==> config.mk <==
export PLATFORM = sky130hd
export DESIGN_NAME = mix_column
export DESIGN_NICKNAME = d
export VERILOG_FILES = /design/src/rtl/mix_column_pkg.sv /design/src/rtl/mix_column_byte.sv /design/src/rtl/mix_column.sv
export SDC_FILE = /design/constraint.sdc
export NUM_CORES = 1
export LEC_CHECK = 0
export BUFFER_PORTS_ARGS = -buffer_cell sky130_fd_sc_hd__buf_4
export CORE_ASPECT_RATIO = 0.5
export CORE_UTILIZATION = 30
export DETAILED_ROUTE_END_ITERATION = 10
export GPL_ROUTABILITY_DRIVEN = 1
export PLACE_DENSITY_LB_ADDON = 0.2
export REMOVE_ABC_BUFFERS = 1
export SLEW_MARGIN = 40
export SYNTH_ARGS = -nofsm -noshare
export SYNTH_HDL_FRONTEND = slang
export SYNTH_SLANG_ARGS = --single-unit
export TNS_END_PERCENT = 10
==> constraint.sdc <==
create_clock -name clk -period 1 [get_ports clk]
set_input_delay 0.05 -clock clk [delete_from_list [all_inputs] [get_ports clk]]
set_output_delay 0.05 -clock clk [all_outputs]
set_load 0.05 [all_outputs]
==> src/rtl/mix_column_pkg.sv <==
// Shared GF(2^8) helpers, coefficient tables and mode encoding for the MixColumns block.
package mix_column_pkg;

    localparam logic [7:0] GF_REDUCE = 8'h1B;

    localparam logic [7:0] FWD_COEF [0:3] = '{8'h02, 8'h03, 8'h01, 8'h01};
    localparam logic [7:0] INV_COEF [0:3] = '{8'h0E, 8'h0B, 8'h0D, 8'h09};

    typedef enum logic {
        MODE_ENC = 1'b0,
        MODE_DEC = 1'b1
    } mode_e;

    function automatic logic [7:0] xtime(input logic [7:0] x);
        return {x[6:0], 1'b0} ^ (x[7] ? GF_REDUCE : 8'h00);
    endfunction

    // Shift-and-add multiply; with constant coefficients only the set bits survive synthesis.
    function automatic logic [7:0] gf_mul(input logic [7:0] a, input logic [7:0] c);
        logic [7:0] p;
        logic [7:0] t;
        p = '0;
        t = a;
        for (int unsigned i = 0; i < 8; i++) begin
            if (c[i]) p = p ^ t;
            t = xtime(t);
        end
        return p;
    endfunction

endpackage

==> src/rtl/mix_column_byte.sv <==
// One output byte of MixColumns from the four rotated input bytes.
// Inverse datapath present only when MIX_COLUMN_INV_EN is defined.
module mix_column_byte
    import mix_column_pkg::*;
(
    input  logic [7:0] s0,
    input  logic [7:0] s1,
    input  logic [7:0] s2,
    input  logic [7:0] s3,
    input  mode_e      mode,
    output logic [7:0] b
);

    logic [7:0] fwd;

    always_comb begin
        fwd = gf_mul(s0, FWD_COEF[0]) ^ gf_mul(s1, FWD_COEF[1])
            ^ gf_mul(s2, FWD_COEF[2]) ^ gf_mul(s3, FWD_COEF[3]);
    end

`ifdef MIX_COLUMN_INV_EN
    logic [7:0] inv;

    always_comb begin
        inv = gf_mul(s0, INV_COEF[0]) ^ gf_mul(s1, INV_COEF[1])
            ^ gf_mul(s2, INV_COEF[2]) ^ gf_mul(s3, INV_COEF[3]);
        b = (mode == MODE_DEC) ? inv : fwd;
    end
`else
    logic unused_mode;
    assign unused_mode = mode;

    always_comb begin
        b = fwd;
    end
`endif

endmodule

==> src/rtl/mix_column.sv <==
// AES MixColumns / InvMixColumns on one 32-bit column, one-cycle registered latency.
// Define MIX_COLUMN_INV_EN to enable the inverse mode selected by enc_dec.
module mix_column
    import mix_column_pkg::*;
(
    input  logic        clk,
    input  logic        rst_n,
    input  logic        in_valid,
    input  logic [31:0] A,
    input  logic        enc_dec,
    output logic        out_valid,
    output logic [31:0] B
);

    logic [7:0] s [0:3];
    logic [7:0] r [0:3];
    mode_e      mode;

    assign s[0] = A[31:24];
    assign s[1] = A[23:16];
    assign s[2] = A[15:8];
    assign s[3] = A[7:0];
    assign mode = mode_e'(enc_dec);

    // Row k sees the column rotated up by k bytes.
    mix_column_byte u_row0 (.s0(s[0]), .s1(s[1]), .s2(s[2]), .s3(s[3]), .mode(mode), .b(r[0]));
    mix_column_byte u_row1 (.s0(s[1]), .s1(s[2]), .s2(s[3]), .s3(s[0]), .mode(mode), .b(r[1]));
    mix_column_byte u_row2 (.s0(s[2]), .s1(s[3]), .s2(s[0]), .s3(s[1]), .mode(mode), .b(r[2]));
    mix_column_byte u_row3 (.s0(s[3]), .s1(s[0]), .s2(s[1]), .s3(s[2]), .mode(mode), .b(r[3]));

    always_ff @(posedge clk or negedge rst_n) begin
        if (!rst_n) begin
            out_valid <= 1'b0;
            B         <= '0;
        end else begin
            out_valid <= in_valid;
            if (in_valid) B <= {r[0], r[1], r[2], r[3]};
        end
    end

endmodule

==> impl_metrics.json <==
{
  "critPathRequiredTime_ps": 1160,
  "critPathArrivalTime_ps": 1190,
  "p_total_mw": 7.76,
  "grt_max_degree": 34,
  "final_cells": 373,
  "drt-wirelength-per-cell_um": 14.3,
  "start_util_pct": 31.3,
  "p_per_area_nw_per_um2": 2090,
  "dieArea_um2": 8840,
  "num_rows": 23,
  "drc": 0,
  "diodes": 0,
  "clk_latency_ps": 270,
  "dieHeight_um": 67.0,
  "synthesis.area_um2": 2530,
  "combPwrFrac_pct": 54.2,
  "path_class": "input port to flop",
  "p_switching_mw": 3.14,
  "violations": "negative setup slack",
  "vias_per_cell": 4.06,
  "dp_hpwl_um": 4240,
  "grt_pass1_wl_um": 8590,
  "seq_area_um2": 826,
  "synthDominantCellAreaShare_pct": 32.6,
  "cts.clk_slew.worst_paths_ps": 50,
  "drtIter0Drc": 27,
  "ant_nets": 0,
  "p_sw_share_pct": 40.4,
  "routed_wl_um": 5330,
  "synth_seq_cells": 33,
  "syn_inst": 152,
  "via_count": 1515,
  "portBuffers": 67,
  "yosys.area.top_type": "dfrtp_1",
  "ios": 69,
  "synthTopCellsByArea": "dfrtp_1 33%, xnor3_1 29%, mux2_2 12%",
  "cts_tree": "done",
  "end_kind": "flop",
  "grtUsageTotal_pct": 13.2,
  "worst_slew_margin_rel_pct": 70.6,
  "antenna_found_initial": 0,
  "ir_drop_mv": 0.663,
  "area_growth_pct": 46.4,
  "drv_slew": 0,
  "fin_setup_tns_ps": -24.7,
  "clock-sinks": 33,
  "finClkSkew_ps": 0,
  "fin_nets": 297,
  "max-cap-violations": 0,
  "multi_input_comb_area_um2": 1700,
  "setup_viol": 1,
  "leakagePower_nw": 1.97,
  "internal_power_mw": 4.62,
  "rsz0062_at_grt": "yes",
  "syn_avg_cell_area_um2": 16.7,
  "fmax_ghz": 0.976,
  "final_cell_mix": "105 x buf_4, 33 x dfrtp_1, 33 x xnor3_1",
  "dieWidth_um": 132,
  "cts_buffers": 5,
  "fillCellCount": 716,
  "startpoint_type": "input port",
  "grt_pass1_vias": 1640,
  "critPathMaxFanout": 3,
  "clock_path_buffers": 2,
  "clkPwrFrac_pct": 19.7,
  "hold_class": "input port to flop",
  "final_hold_viol_count": 0,
  "dp_cells": 365,
  "drtPass1Iterations": 3,
  "final_core_util_pct": 45.9,
  "yosysSeqAreaShare_pct": 32.6,
  "finalCritPeriodShare_pct": 102,
  "synth_warnings": 0,
  "cts_setup_buffers": 0,
  "status": "finished, violations left",
  "timing.hold.ws_ps": 122,
  "grt_overflow_total": 0,
  "routabilityCongestion": 0.756,
  "root_buffer": "clkbuf_16",
  "setup_slack_ps": -24.7,
  "fin_crit_ps": 1020,
  "ys_types": 15,
  "drive_above_1_share_pct": 59.4,
  "seq_power_share_pct": 26.1,
  "htree_levels": 2,
  "tightestPinTransition_ps": 441,
  "layout.cells.most_common": "buf_4",
  "core_area_um2": 8090
}
## critical path: stages
cell     delay [ps]
buf_4           150
xnor3_1         360
xnor3_1         370
mux2_4          260
## stage by stage
step	area, um^2	setup slack (ps)
6_report	3710	-24.7
5_1_grt	3710	-54.5
4_1_cts	3680	-43.9
3_5_place_dp	3510	-343
3_3_place_gp	3510	-319
2_1_floorplan	2490	-156
## worst paths after layout
check	endpoint	slack, ps	startpoint	depth (start not counted)
max in group asynchronous	B[29]	420	rst_n	2
max	B[1]	-20	A[31]	4
max reg2reg	B[3]	220	B[3]	1
min in group asynchronous	B[8]	260	rst_n	2
min reg2reg	B[12]	510	B[12]	1
min	out_valid	120	in_valid	2
## routing by layer
metal / track usage (%) / routed length, um / vias up
li1: - / - / 744
met1: 16.9 / 2500 / 737
met2: 21.9 / 2550 / 29
met3: 3.58 / 220 / 5
met4: 3.92 / 57 / 0
met5: 0 / 0 / -
## power groups by stage
| stage | clock, mW | sequential, mW | combinational [mW] |
|---|---|---|---|
| floorplan | 0 | 3.58 | 1.28 |
| global placement | 0 | 2.04 | 4.19 |
| detailed placement | 0 | 2.06 | 4.23 |
| CTS | 1.59 | 2.04 | 4.24 |
| global route | 1.64 | 2.10 | 4.43 |
| finish | 1.53 | 2.03 | 4.21 |
## cell type report
class / count / share of cell area [%]
Clock buffer: 7 / 3.85
Timing Repair Buffer: 111 / 24.0
Tap cell: 112 / 3.78
Multi-Input combinational cell: 108 / 45.9
Sequential cell: 33 / 22.3
Inverter: 2 / 0.202
## sequential cells by signal (all words and copies together), names as in the netlist
register / count
out_valid: 1
B: 32
## what timing repair did
item                                   in CTS  in global routing
endpoints found under the hold margin      33                  0
gates resized for setup                     2                  5
hold buffers                                1                  0
pin swaps                                   0                  1
setup endpoints to repair                   6                  4
## cell families (layout without fill, tap and decap cells)
kind of cell           after synthesis  count (layout)  synth area share, %
XOR/XNOR                            76              76                 51.0
flip-flops                          33              33                 32.6
multiplexers                        32              32                 14.4
buffers and inverters               11             120                 1.98
## synthesized netlist by cell type (all sizes together)
cell,count
buf,6
clkbuf,3
dfrtp,33
inv,2
mux2,30
mux2i,2
xnor2,19
xnor3,33
xor2,15
xor3,9
Note: power is estimated with default switching activity, not from simulation.
